==> config.mk <==
export PLATFORM = sky130hd
export DESIGN_NAME = ulpi_reg_read
export DESIGN_NICKNAME = d
export VERILOG_FILES = /design/src/rtl/ulpi_reg_read.sv
export SDC_FILE = /design/constraint.sdc
export NUM_CORES = 1
export LEC_CHECK = 0
export ABC_CLOCK_PERIOD_IN_PS = 1900
export BUFFER_PORTS_ARGS = -buffer_cell sky130_fd_sc_hd__buf_2
export CAP_MARGIN = 20
export CORE_MARGIN = 5
export CORE_UTILIZATION = 46
export CTS_CLUSTER_SIZE = 30
export DETAILED_ROUTE_END_ITERATION = 10
export GPL_TIMING_DRIVEN = 0
export HOLD_SLACK_MARGIN = 0.06
export PLACE_DENSITY = 0.76
export SYNTH_ARGS = -nofsm -noshare
export SYNTH_HDL_FRONTEND = slang
export SYNTH_SLANG_ARGS = --single-unit
==> constraint.sdc <==
create_clock -name clk -period 1.9 [get_ports clk]
set_input_delay 0 -clock clk [delete_from_list [all_inputs] [get_ports clk]]
set_output_delay 0 -clock clk [all_outputs]
set_load 0.005 [all_outputs]
==> src/rtl/ulpi_reg_read.sv <==
// ulpi_reg_read: link-side ULPI register-read engine (RegRead TX CMD, turnaround, byte capture).
// Optional TXCMD wait timeout is built in when ULPI_REG_READ_TIMEOUT_EN is defined.
module ulpi_reg_read #(
  parameter int MAX_RETRIES = 3,
  parameter int TIMEOUT_CYC = 255
) (
  input  logic       clk,
  input  logic       rst,
  input  logic       RD,
  input  logic [5:0] ADDR,
  output logic [7:0] DATA,
  output logic       valid,
  output logic       err,
  output logic       busy,
  input  logic       DIR,
  input  logic       NXT,
  input  logic [7:0] ULPI_DATA_IN,
  output logic [7:0] ULPI_DATA,
  output logic       ULPI_OE
);

  typedef enum logic [2:0] {
    S_IDLE, S_WAIT, S_TURN0, S_TXCMD, S_TA1, S_RDDAT, S_DONE
  } state_t;

  localparam int RW = (MAX_RETRIES > 0) ? $clog2(MAX_RETRIES + 1) : 1;
  localparam logic [RW-1:0] MAX_R = RW'(MAX_RETRIES);

  state_t        state, state_nxt;
  logic [5:0]    addr_q;
  logic [RW-1:0] retry_q;
  logic          valid_nxt, err_nxt, retry_inc, timeout;

`ifdef ULPI_REG_READ_TIMEOUT_EN
  localparam int TW = $clog2(TIMEOUT_CYC + 1);
  logic [TW-1:0] to_cnt;

  // Counts consecutive TXCMD cycles; any other state restarts it from zero.
  always_ff @(posedge clk or negedge rst) begin
    if (!rst)                 to_cnt <= '0;
    else if (state != S_TXCMD) to_cnt <= '0;
    else                      to_cnt <= to_cnt + 1'b1;
  end

  assign timeout = (state == S_TXCMD) && !DIR && !NXT && (to_cnt == TW'(TIMEOUT_CYC - 1));
`else
  assign timeout = 1'b0;
`endif

  always_ff @(posedge clk or negedge rst) begin
    if (!rst) begin
      state   <= S_IDLE;
      addr_q  <= '0;
      retry_q <= '0;
      DATA    <= '0;
      valid   <= 1'b0;
      err     <= 1'b0;
    end else begin
      // NOTE: state is updated with non-blocking assignments so every flop samples pre-edge values.
      state <= state_nxt;
      valid <= valid_nxt;
      err   <= err_nxt;
      if (state == S_IDLE) begin
        retry_q <= '0;
        if (RD) addr_q <= ADDR;
      end else if (retry_inc) begin
        retry_q <= retry_q + 1'b1;
      end
      if (valid_nxt) DATA <= ULPI_DATA_IN;
    end
  end

  always_comb begin
    // NOTE: every signal gets a default first so no path leaves it unassigned (no latches).
    state_nxt = state;
    valid_nxt = 1'b0;
    err_nxt   = 1'b0;
    retry_inc = 1'b0;
    unique case (state)
      S_IDLE:  if (RD) state_nxt = DIR ? S_WAIT : S_TXCMD;
      S_WAIT:  if (!DIR) state_nxt = S_TURN0;
      S_TURN0: state_nxt = DIR ? S_WAIT : S_TXCMD;
      S_TXCMD: begin
        // PHY grabbing the bus wins over NXT: the TX CMD was preempted by an RX CMD.
        if (DIR) begin
          if (retry_q < MAX_R) begin
            retry_inc = 1'b1;
            state_nxt = S_WAIT;
          end else begin
            err_nxt   = 1'b1;
            state_nxt = S_IDLE;
          end
        end else if (NXT) begin
          state_nxt = S_TA1;
        end else if (timeout) begin
          err_nxt   = 1'b1;
          state_nxt = S_IDLE;
        end
      end
      S_TA1: begin
        state_nxt = DIR ? S_RDDAT : S_IDLE;
        err_nxt   = !DIR;
      end
      S_RDDAT: begin
        if (DIR) begin
          valid_nxt = 1'b1;
          state_nxt = S_DONE;
        end else begin
          err_nxt   = 1'b1;
          state_nxt = S_IDLE;
        end
      end
      S_DONE:  if (!DIR) state_nxt = S_IDLE;
      default: state_nxt = S_IDLE;
    endcase
  end

  // OE follows DIR combinationally so the link lets go in the same cycle the PHY grabs the bus.
  always_comb begin
    busy      = (state != S_IDLE);
    ULPI_OE   = (state == S_TXCMD) && !DIR;
    ULPI_DATA = (state == S_TXCMD) ? {2'b11, addr_q} : 8'h00;
  end

endmodule

Word level (Yosys, flattened, before mapping)
Cells that the tools add are included.
Operators by class
  add/sub/neg operators: 1
  order comparisons: 1
  eq/ne operators: 10
  mux-type cells: 22
  reduce and logical (&&, ||, !) cells: 7
Operators with widths (number)
  2-to-1 mux 3 bit: 7
  case mux 3 bit (7 select lines): 1
  equality test 3 bit, second input constant: 3
  2-to-1 mux 1 bit: 9
  2-to-1 mux 8 bit: 1
  equality test 3 x 2 -> 1 bit, second input constant: 2
  2-to-1 mux 2 bit: 3
  inequality test 2 bit, second input constant: 3
  AND reduction 4 bit: 1
  equality test 3 x 1 -> 1 bit, second input constant: 1
  logical NOT 3 bit: 1
  inequality test 3 bit, second input constant: 1
  case mux 1 bit (3 select lines): 1
  nonzero test 3 bit: 1
  adder 2 x 1 -> 2 bit, second input constant: 1
  less-than comparator 2 bit, second input constant: 1
  AND reduction 2 bit: 1
  nonzero test 2 bit: 1
  logical AND 1 bit: 1
  logical NOT 1 bit: 1
Word-level totals
  bits in registers: 21
  input bits: 19
  logic and storage cells: 47

Depth between registers and ports, before layout
  depth after elaboration: 6
  depth in mapped cells: 4
  depth with buffers taken out: 4

Least setup slack after synthesis
No wires, ideal clock.
  path type: register to register
  from: register state[1]
  to: register addr_q[0]
  setup time: 0.125 ns
  arrival: 1.372 ns
  required time: 1.775 ns
  slack: 0.403 ns
  cell stages (with the launch flop): 5
  path buffers: 1
  clock period less this slack: 1.497 ns
  path through: dfrtp_1 or3_1 buf_6 nor2_8 mux2_4
On the way
  longest elaborated chain between the ends: 2
Ends and longest elaborated chain
  start: declaration: RTL line 29  | state_t state, state_nxt;
  start signal: assignment: RTL line 60  | state <= state_nxt;
  logical NOT 3 bit: RTL line 63  | if (state == S_IDLE) begin
  AND reduction 2 bit (no source line)
  end signal: assignment: RTL line 53  | addr_q <= '0;
  end signal: assignment: RTL line 65  | if (RD) addr_q <= ADDR;
  end: declaration: RTL line 30  | logic [5:0] addr_q;
No other way between the ends.
A chain may end at the register's enable or synchronous reset.

Worst setup path after layout
  from: register state[2]
  to: register state[2]
On the way
  longest elaborated chain between the ends: 3
Ends and longest elaborated chain
  equality test 3 x 2 -> 1 bit, or another cell as far along: RTL line 79  | unique case (state)
  inequality test 3 bit (no source line) / inequality test 2 bit (equally long branches)
  AND reduction 4 bit (no source line)
Parallel ways exist; a longest one is shown, timed or not.

==> results.yml <==
route:
  drt_iter0_markers: 28
  viasPerCell: 4.88
  ant_nets: 0
  route.detailed.drc: 0
  first_pass_iters: 2
  vias: 806
  routedWlPerCell_um: 14.0
  finalWirelength_um: 2310
synth:
  ys_warn_count: 0
  syn_area_um2: 1010
  avgSynthCellArea_um2: 12.8
  synth_nets: 99
  yosysTopAreaCellShare_pct: 51.9
  yosys.cell_types.count: 28
  netlist_instances: 79
  synth-simple-area-share_pct: 14.6
  synth_xor_area_share_pct: 0.865
  synth_seq_cells: 21
  yosys.area.top_type: "dfrtp_1"
  synth_fa_ha_area_share_pct: 1.24
  seq_area_frac_synth_pct: 51.9
  synth-compound-area-share_pct: 7.79
  synth_top_family_by_area: "multiplexers"
  synth_area_leaders: "dfrtp_1 (52%), mux2_2 (10%), mux2_4 (8.9%), and2_1 (3.7%), o211ai_1 (2.2%)"
  synthMuxAreaShare_pct: 18.9
global_route:
  antenna_found_initial: 0
  grt_pass1_wl_um: 3820
  grtUsageMet2_pct: 25.1
  grt.busiest_layer: "met2"
  grt-ovfl-total: 0
  grtUsageMet3_pct: 3.45
  grt_max_degree: 22
  grt_pass1_vias: 832
  grt.total_usage_pct: 14.9
  met1_usage_pct: 18.1
final_layout:
  fillers: 169
  n_antenna_cell: 0
  nNetsFinal: 158
  syn2layout_area_growth_pct: 41.3
  layout-drive-gt1-share_pct: 47.4
  finalInstanceArea_um2: 1430
floorplanning:
  core-area_um2: 2150
  placementRows: 17
  dieArea_um2: 3240
  boundaryPins: 39
  dieWidth_um: 56.9
  die_h_um: 56.9
  start_util_pct: 47.1
clock_tree:
  cts_resized: 0
  clk_latency_ps: 290
  root_buffer: "clkbuf_4"
  cts_htree_levels: 1
  clockBufferDepth: 2
  cts_sinks: 21
  numCtsBuffers: 3
  cts.clk_slew.worst_paths_ps: 110
  post_cts_buffers: 0
  tritoncts: "built"
run:
  maxCapViolations: 0
timing:
  setup_viol: 0
  hold_viol_final: 0
  fin_tns_setup_ps: 0
  period_share_pct: 93.5
  clock.fmax_ghz: 0.563
  maxSlewViolCount: 0
  rsz0062_at_grt: "false"
  min_period_ps: 1780
  skew_ps: 2.85
  timing.slew.headroom_pct: 69.5
  tightestPinTransition_ps: 458
worst_setup_path:
  cp.depth: 4
  slowest_stage: "dlygate4sd3_1"
  cp-end-kind: "flop"
  cp_max_fo: 10
  path_class: "reg -> reg"
  cpPeakStageDelay_ps: 580
  rr_worst_depth: 4
  critPathBufInv: 2
  critical_path.cell_chain: "buf_2 > nand3b_1 > o32ai_1 > dlygate4sd3_1"
  crit_family: "buffers and inverters"
  cp.arrival_ps: 2020
  cp.required_ps: 2140
  worstSetupStartpointType: "flop"
place:
  dp_hpwl_um: 1570
  post_dp_cell_area_um2: 1230
  place.gp.congestion: 0.755
  portBuffers: 37
pwr:
  p_total_w: 0.00171
  p_per_area_nw_per_um2: 1200
  leakagePower_nw: 0.759
  max-vdd-ir-drop_v: 0.000722
hold_path:
  holdPathStages: 3
  worstHoldPathType: "in -> reg"
status:
  status: "finished, final reports clean"
synth_stat cells:
cell / n
a211o_1: 1
a2bb2oi_1: 1
and2_1: 6
and2_2: 1
and2b_2: 1
and3_1: 1
buf_2: 2
buf_4: 1
buf_6: 1
dfrtp_1: 21
ha_1: 1
inv_1: 5
mux2_2: 9
mux2_4: 6
nand2_1: 2
nand2b_1: 2
nand3_2: 1
nand3b_1: 1
nand4b_1: 1
nor2_1: 2
nor2_8: 1
o211ai_1: 3
o21ai_0: 3
o31ai_1: 2
o32ai_1: 1
or3_1: 1
or3_2: 1
xnor2_1: 1
stage by stage:
step	utilization, %	setup WS, ps	hold WS (ps)	std cells
finish	66.6	123	133	165
global route	66.6	28.6	140	165
CTS	66.6	121	118	165
detailed placement	57.4	324	-28.1	144
global placement	57.4	339	-29.4	144
floorplan	-	403	-296	79
path summary, 6_finish.rpt:
check	startpoint	to	slack, ps
max reg2reg	state[2]	state[2]	120
min	DIR	err	130
max	state[2]	state[2]	120
max in group asynchronous	rst	addr_q[0]	1410
min in group asynchronous	rst	DATA[1]	180
min reg2reg	addr_q[0]	addr_q[0]	510
routing by layer:
metal | routed length (µm) | vias up | part of all wire, %
met1 | 966 | 383 | 42
met5 | 0 | - | 0
met3 | 153 | 4 | 6.6
met4 | 29 | 0 | 1.3
li1 | - | 391 | -
met2 | 1160 | 28 | 50
cells by family after synthesis:
family / count (synthesis)
and+or+nand+nor: 21
DFF: 21
xor gates and xnor gates: 1
buffers and inverters: 9
adders and majority gates: 1
muxes: 15
AOI/OAI and AO/OA: 11
state kept, by name, summed over array words and instances, names as in the netlist:
name     count
DATA         8
addr_q       6
err          1
retry_q      2
state        3
valid        1
cells in the final DEF, fill, tap and decap left out, types with 2 or more instances in the layout:
master and instances:
buf_2 39, nor2_1 2, nand2_1 2, dlygate4sd3_1 17
o211ai_1 3, o31ai_1 2, and2_1 6, nand2b_1 2
inv_1 5, o21ai_0 3, clkbuf_4 3, dfrtp_1 21
mux2_4 6, mux2_2 9
layout make-up:
| class | instances | area [µm²] | share of cell area (%) |
|---|---|---|---|
| tap | 28 | 35.0 | 2.45 |
| inverter | 5 | 18.8 | 1.31 |
| clock buffer | 3 | 22.5 | 1.57 |
| timing repair buffer | 54 | 355 | 24.8 |
| buffer | 4 | 28.8 | 2.01 |
| sequential | 21 | 526 | 36.7 |
| multi-input combinational | 49 | 439 | 30.7 |
| clock inverter | 1 | 5.00 | 0.350 |
power breakdown:
group	leakage, nW	total [W]	switching [W]	internal, W
Sequential	0.266	0.000734	0.000110	0.000624
Clock	0.0177	0.000206	0.000128	0.0000783
Combinational	0.475	0.000769	0.000320	0.000449
worst reg2reg max path, cell delays in order (launching register included):
cell and delay [ps]:
dfrtp_1 380, buf_2 180, nand3b_1 310, o32ai_1 280, dlygate4sd3_1 580
timing repair:
action	in CTS	in global routing
endpoints found under the setup margin	0	0
hold buffers	17	0
endpoints found under the hold margin	36	0
No activity file was read; power rests on OpenSTA's default activity.
